### config.mk
export PLATFORM = sky130hd
export DESIGN_NAME = risc_dmemory_sync
export DESIGN_NICKNAME = d
export VERILOG_FILES = /design/src/rtl/risc_dmemory_sync.sv
export SDC_FILE = /design/constraint.sdc
export NUM_CORES = 1
export LEC_CHECK = 0
export BUFFER_PORTS_ARGS = -buffer_cell sky130_fd_sc_hd__buf_2
export CORE_AREA = 4 4 123 125
export CTS_CLUSTER_DIAMETER = 200
export DETAILED_ROUTE_END_ITERATION = 10
export DIE_AREA = 0 0 127 129
export HOLD_SLACK_MARGIN = 0.03
export PLACE_DENSITY = 0.72
export SLEW_MARGIN = 15
export SYNTH_ARGS = -nofsm -noshare
export SYNTH_HDL_FRONTEND = slang
export SYNTH_SLANG_ARGS = --single-unit
### constraint.sdc
create_clock -name clk -period 4.3 [get_ports clk]
set_clock_uncertainty 0.2 [all_clocks]
set_input_delay 0.43 -clock clk [delete_from_list [all_inputs] [get_ports clk]]
set_output_delay 0.43 -clock clk [all_outputs]
set_load 0.02 [all_outputs]
### src/rtl/risc_dmemory_sync.sv
// rtl/risc_dmemory_sync.sv - clocked data memory with busy/done handshake, wait states and reset-time clear
module risc_dmemory_sync #(
  parameter int DATA_W      = 8,
  parameter int DEPTH       = 16,
  parameter int ADDR_W      = 4,
  parameter int WAIT_STATES = 0
) (
  input  logic              clk,
  input  logic              rst_n,
  input  logic              dmenbl,
  input  logic              rdwr,
  input  logic [ADDR_W-1:0] dmaddr,
  input  logic [DATA_W-1:0] dmdatain,
  output logic [DATA_W-1:0] dmdataout,
  output logic              dmbusy,
  output logic              dmdone,
  output logic              dmerr
);

  localparam logic [1:0] S_INIT = 2'd0;
  localparam logic [1:0] S_IDLE = 2'd1;
  localparam logic [1:0] S_WAIT = 2'd2;
  localparam logic [1:0] S_DONE = 2'd3;

  localparam logic [ADDR_W-1:0] LAST_ADDR = ADDR_W'(DEPTH - 1);
  localparam logic [ADDR_W:0]   DEPTH_L   = (ADDR_W + 1)'(DEPTH);
  localparam logic [3:0]        WS_LOAD   = 4'((WAIT_STATES > 0) ? (WAIT_STATES - 1) : 0);
  localparam bit                NO_WAIT   = (WAIT_STATES == 0);

  logic [1:0]        state;
  logic [ADDR_W-1:0] cnt;
  logic [3:0]        wcnt;
  logic              rd_q;
  logic [ADDR_W-1:0] addr_q;
  logic [DATA_W-1:0] data_q;
  logic [DATA_W-1:0] dout_q;
  logic              err_q;

  logic [DATA_W-1:0] mem [DEPTH];

  logic              accept;
  logic              commit;
  logic              c_rd;
  logic [ADDR_W-1:0] c_addr;
  logic [DATA_W-1:0] c_data;
  logic              c_ok;

  // With no wait states the commit happens on the acceptance edge, so the live inputs are used
  always_comb begin
    accept = (state == S_IDLE) && dmenbl;
    commit = (accept && NO_WAIT) || ((state == S_WAIT) && (wcnt == 4'd0));
    c_rd   = (state == S_IDLE) ? rdwr     : rd_q;
    c_addr = (state == S_IDLE) ? dmaddr   : addr_q;
    c_data = (state == S_IDLE) ? dmdatain : data_q;
    c_ok   = ({1'b0, c_addr} < DEPTH_L);
  end

  always_ff @(posedge clk or negedge rst_n) begin
    if (!rst_n) begin
      state  <= S_INIT;
      cnt    <= '0;
      wcnt   <= '0;
      rd_q   <= 1'b0;
      addr_q <= '0;
      data_q <= '0;
      dout_q <= '0;
      err_q  <= 1'b0;
    end else begin
      case (state)
        S_INIT: begin
          cnt <= cnt + 1'b1;
          if (cnt == LAST_ADDR) state <= S_IDLE;
        end
        S_IDLE: begin
          if (dmenbl) begin
            rd_q   <= rdwr;
            addr_q <= dmaddr;
            data_q <= dmdatain;
            wcnt   <= WS_LOAD;
            state  <= NO_WAIT ? S_DONE : S_WAIT;
          end
        end
        S_WAIT: begin
          if (wcnt == 4'd0) state <= S_DONE;
          else              wcnt  <= wcnt - 4'd1;
        end
        default: state <= S_IDLE;
      endcase
      if (commit) begin
        err_q <= !c_ok;
        if (c_rd) dout_q <= c_ok ? mem[c_addr] : '0;
      end
    end
  end

  // Array has no reset; the INIT sweep clears it after every reset release
  always_ff @(posedge clk) begin
    if (state == S_INIT)
      mem[cnt] <= '0;
    else if (commit && !c_rd && c_ok)
      mem[c_addr] <= c_data;
  end

  assign dmdataout = dout_q;
  assign dmbusy    = (state != S_IDLE);
  assign dmdone    = (state == S_DONE);
  assign dmerr     = (state == S_DONE) && err_q;

endmodule

== Word-level counts from Yosys, hierarchy flattened ==
Memories as Yosys holds them, arrays and structs flattened. A register that Yosys moved wholly into a read port is not among the register bits.
Cells that the tools add are included.

* Register bits after elaboration: 23
* RAM bits: 128
* Input port bits: 16
* Output and inout port bits: 11
* Logic and storage cells: 50
* Memories: 1

{| class="wikitable"
|+ Memory list
! name !! depth !! bits a word !! read ports !! clocked after Yosys merged registers in !! write ports !! line !! text
|-
| mem || 16 || 8 || 1 || 1 || 1 || 39 || <nowiki>logic [DATA_W-1:0] mem [DEPTH];</nowiki>
|}

* Add/sub/neg operators: 2
* Equal/unequal tests: 9
* Multiplexer cells: 18
* Reductions and logical operators: 14

{| class="wikitable"
|+ Operator list
! operator !! count
|-
| $mux W4 || 4
|-
| $mux W8 || 2
|-
| $pmux W4 S2 || 1
|-
| $reduce_or A8 Y1 || 1
|-
| $mux W1 || 7
|-
| $mux W2 || 3
|-
| $ne A2 B2 Y1 const B || 3
|-
| $pmux W2 S3 || 1
|-
| $reduce_and A3 Y1 || 2
|-
| $add A4 B1 Y4 const B || 1
|-
| $eq A2 B2 Y1 const B || 2
|-
| $eq A4 B4 Y1 const B || 1
|-
| $logic_not A4 Y1 || 1
|-
| $ne A2 B1 Y1 const B || 2
|-
| $reduce_and A2 Y1 || 2
|-
| $sub A4 B1 Y4 const B || 1
|-
| $logic_and A1 B1 Y1 || 3
|-
| $eq A2 B1 Y1 const B || 1
|-
| $logic_not A1 Y1 || 2
|-
| $logic_not A2 Y1 || 1
|-
| $reduce_bool A2 Y1 || 1
|-
| $logic_or A1 B1 Y1 || 1
|}

== Logic depth before layout (Yosys ltp) ==
* Depth in word-level cells: 9
* Mapped depth: 11

== Worst setup path before layout ==
Ideal clock, no wire load.

* Path kind: reg2reg
* Start: register state[1]
* End: memory mem[8][0], enable pin
* Arrival time: 2.264 ns
* Setup slack: 1.466 ns
* Cell stages (with the launch flop): 9
* Path buffers: 1
* Clock period less this slack: 2.834 ns
* Path through: dfrtp_1 inv_1 ha_1 nand2_1 a21boi_2 or3_1 buf_2 o32a_1 nor2_1

* Cells in the longest elaborated chain, start to end: 9

{| class="wikitable"
|+ Ends and longest elaborated chain
! item !! line !! text
|-
| from (decl) || 30 || <nowiki>logic [1:0] state;</nowiki>
|-
| from (signal assigned) || 80 || <nowiki>state <= NO_WAIT ? S_DONE : S_WAIT;</nowiki>
|-
| $eq A2 B1 Y1 or $eq A2 B2 Y1 (tied branches) || - ||
|-
| $mux W1 (tied with other cells) || 52 || <nowiki>c_rd = (state == S_IDLE) ? rdwr : rd_q;</nowiki>
|-
| $logic_not A1 Y1 or $logic_or A1 B1 Y1 (tied branches) || 100, 51 ||
|-
| $logic_and A1 B1 Y1 || 100 || <nowiki>else if (commit && !c_rd && c_ok)</nowiki>
|-
| $mux W1 || 100 ||
|-
| $mux W1 || 98 || <nowiki>if (state == S_INIT)</nowiki>
|-
| $mux W1 (not written as such) || 101 || <nowiki>mem[c_addr] <= c_data;</nowiki>
|-
| $reduce_or A8 Y1 (no line) || - ||
|-
| $mux W4 (no line) or $mux W1 (tied branches) || - ||
|-
| to (decl) || 39 ||
|}

Parallel ways exist; a longest one is shown, timed or not.

== Worst setup path after layout ==
* Start: register state[1]
* End: register dout_q[1], in the netlist dmdataout[1] (read register of mem)

* Cells in the longest elaborated chain, start to end: 4

{| class="wikitable"
|+ Ends and longest elaborated chain
! item !! line !! text
|-
| $eq A2 B1 Y1 or $eq A2 B2 Y1 (tied branches) || - ||
|-
| $logic_and A1 B1 Y1, on equally long branches || 50, 51 ||
|-
| $logic_or A1 B1 Y1 || 51 || <nowiki>commit = (accept && NO_WAIT) || ((state == S_WAIT) && (wcnt == 4'd0));</nowiki>
|-
| $reduce_and A2 Y1 (no line) || - ||
|-
| to (decl) || 36 || <nowiki>logic [DATA_W-1:0] dout_q;</nowiki>
|}

Parallel ways exist; a longest one is shown, timed or not.
A chain may end at the register's enable or synchronous reset.

==> impl_metrics.json <==
{
  "p_leak_nw": 2.843,
  "min_from": "dmdatain[6]",
  "antenna_found_initial": 0,
  "fp.coreArea_sq_mm": 0.01388,
  "synth_top_family_by_area": "multiplexers",
  "die-width_um": 127,
  "num_rows": 43,
  "slew_viol_final": 0,
  "rr_startpoint": "state[1]",
  "p_per_area_mw_per_mm2": 636.8,
  "endpoint_kind": "flip-flop",
  "viasPerCell": 6.077,
  "rsz0062_at_grt": "no",
  "synth_warnings": 0,
  "grt_max_degree": 44,
  "die_height_um": 129,
  "start_kind": "flip-flop",
  "tns_ns": 0,
  "final_common_cell": "edfxtp_1",
  "cp_max_fo": 43,
  "worstSetupPathType": "reg -> reg",
  "min_period_ns": 3.344,
  "internal-power_mw": 3.232,
  "cts_buffers": 17,
  "routabilityCongestion": 0.9010,
  "r2r_cells": 8,
  "met1_usage": 0.2791,
  "nets": 559,
  "drc": 0,
  "dpl.cell_count": 695,
  "root_buffer": "clkbuf_16",
  "power.switching_mw": 1.759,
  "drt-pass1-iter-count": 7,
  "synth_edf_count": 128,
  "final_cell_mix": "edfxtp_1 (128), nand2_1 (55), nor2_1 (50)",
  "crit_start": "state[1]",
  "muxShareOfSynthArea": 0.1045,
  "antenna_cells": 0,
  "relSlewSlack": 0.3005,
  "final.setup.worst_slack_ns": 0.9557,
  "portBuffers": 25,
  "clock_latency_ns": 0.43,
  "synthSimpleGateAreaFrac": 0.09924,
  "placed_cell_area_sq_mm": 0.007266,
  "clk_pin_slew_worst_paths_ns": 0.06,
  "final_cells": 729,
  "register_area_sq_mm": 0.004619,
  "htree_levels": 4,
  "syn_to_final_growth_pct": 12.64,
  "ys_ff_latch": 159,
  "fmax_mhz": 299.0,
  "start_util": 0.5014,
  "synth_cell_types": 51,
  "final_area_sq_mm": 0.007839,
  "drt-wirelength-per-cell_um": 21.53,
  "finalCritPeriodShare": 0.7777,
  "reg2reg_to": "dmdataout[1]",
  "vias": 4430,
  "cts.sinks": 159,
  "whs_path_depth": 2,
  "final_layout_size_suffix_gt1_frac": 0.2004,
  "synth_flop_cell": "edfxtp_1",
  "grt-busiest-layer": "met2",
  "synthXorXnorAreaFrac": 0.003776,
  "synth_compound_area_frac": 0.08558,
  "grtUsageTotal": 0.2049,
  "crit_required_ns": 4.38,
  "met2_usage": 0.3188,
  "drt-total-wl_mm": 15.70,
  "post_cts_resized": 0,
  "ios": 27,
  "netlist.area_leader.share": 0.5523,
  "syn_area_sq_mm": 0.006959,
  "hold-path-endpoint": "data_q[6]",
  "pwr-share-clk": 0.284,
  "status": "finished, final reports clean",
  "min_path_type": "in -> reg",
  "swShare": 0.3525,
  "yosysSeqAreaShare": 0.6638,
  "multiInputGateArea_sq_mm": 0.002137,
  "r2r_setup_slack_ns": 0.96,
  "dp_hpwl_mm": 10.51,
  "hold_buffers": 2,
  "grt_pass1_vias": 4333,
  "grt_pass1_wl_mm": 24.94,
  "peakVddDrop_mv": 0.3428,
  "die_area_sq_mm": 0.01638,
  "syn-num-nets": 524,
  "seqPwrFrac": 0.395,
  "synthAdderAreaFrac": 0.01259,
  "grt_overflow": 0,
  "worst_pin_slew_ns": 1.045,
  "clk_path_buf_depth": 2,
  "hold_viol": 0,
  "setup_violations": 0,
  "synthTopCellsByArea": "edfxtp_1 (55%), dfrtp_1 (11%), mux4_2 (4.2%), mux2i_1 (3.6%), nand2_1 (3.0%)",
  "synth.avg_cell_area_sq_um": 13.89,
  "post-cts-setup-buffers": 0,
  "drt_iter0_markers": 571,
  "dp_slack_ns": 1.027,
  "met3_usage": 0.06559,
  "p_comb_frac": 0.321,
  "syn_inst": 501,
  "synthArstFlopShare": 0.1950,
  "final_antenna_net_count": 0,
  "final.fill_count": 1101,
  "cts_tree": "built",
  "synth_area_leader_cell": "edfxtp_1",
  "cp.arrival_ns": 3.43,
  "maxCapViolations": 0
}
metrics by stage:
stage | hold slack (ns) | utilization | total power [mW]
after detailed placement | 0.2770 | 0.5234 | 3.579
after CTS | 0.03316 | 0.5645 | 4.994
after floorplan | -0.06559 | - | 3.144
after global placement | 0.2688 | 0.5234 | 3.544
final | 0.04707 | 0.5647 | 4.992
after global routing | 0.03591 | 0.5647 | 5.219
sequential cells by signal, indices dropped and copies added (netlist names):
signal	count
addr_q	4
cnt	4
data_q	8
dmdataout	8
mem	128
rd_q	1
state	2
wcnt	4
power groups by stage:
stage | sequential (mW) | combinational, mW | clock (mW)
after floorplan | 2.00 | 1.14 | 0
after global placement | 1.99 | 1.55 | 0
after detailed placement | 2.00 | 1.58 | 0
after CTS | 1.97 | 1.59 | 1.44
after global routing | 1.99 | 1.73 | 1.50
final | 1.97 | 1.60 | 1.42
Yosys cell counts (all sizes together), types with 5 or more instances:
cell type    n
clkbuf      11
nor3        17
mux2i       25
nor2        51
inv         11
edfxtp     128
nand2       55
buf         16
o22a         7
o21ai       18
nor2b        5
mux4        13
o32ai        5
dfrtp       31
mux2        16
nand2b       5
ha           7
a21oi       15
nand3       10
a31oi        6
a22oi        5
critical path, cell delays in order (launching register included):
cell and delay (ns):
dfrtp_1 0.41, inv_1 0.11, ha_1 0.24, buf_4 0.26, mux2_4 0.66, mux4_2 0.66, a32o_1 0.27, a221oi_2 0.26
o21ai_1 0.10
worst max-delay path by stage:
stage	cells after the start	slack, ns	endpoint
finish	8	0.96	dmdataout[1]
global route	7	0.78	mem[1][7]
CTS	8	0.98	dmdataout[1]
detailed placement	7	1.03	mem[8][0]
global placement	8	1.08	dmdataout[1]
floorplan	8	1.47	mem[8][0]
layer usage:
layer | share of wire | wire length, um
met1 | 0.43 | 6751
met2 | 0.47 | 7425
met3 | 0.073 | 1153
met4 | 0.023 | 364
met5 | 0 | 0
kinds of logic after synthesis:
group,after synthesis
xor+xnor,3
simple gates,156
mux,54
other cells,1
compound gates,83
buf+inv,38
fa+ha+maj,7
flops,159
layout make-up:
class / instances / area share
repair buffers: 43 / 0.03384
clock buffers: 17 / 0.05427
flip-flops and latches: 159 / 0.5893
inverters: 11 / 0.005267
clock inverters: 15 / 0.01596
multi-input cells: 304 / 0.2726
well taps: 180 / 0.02873
Power figures use the tool's default switching activity.
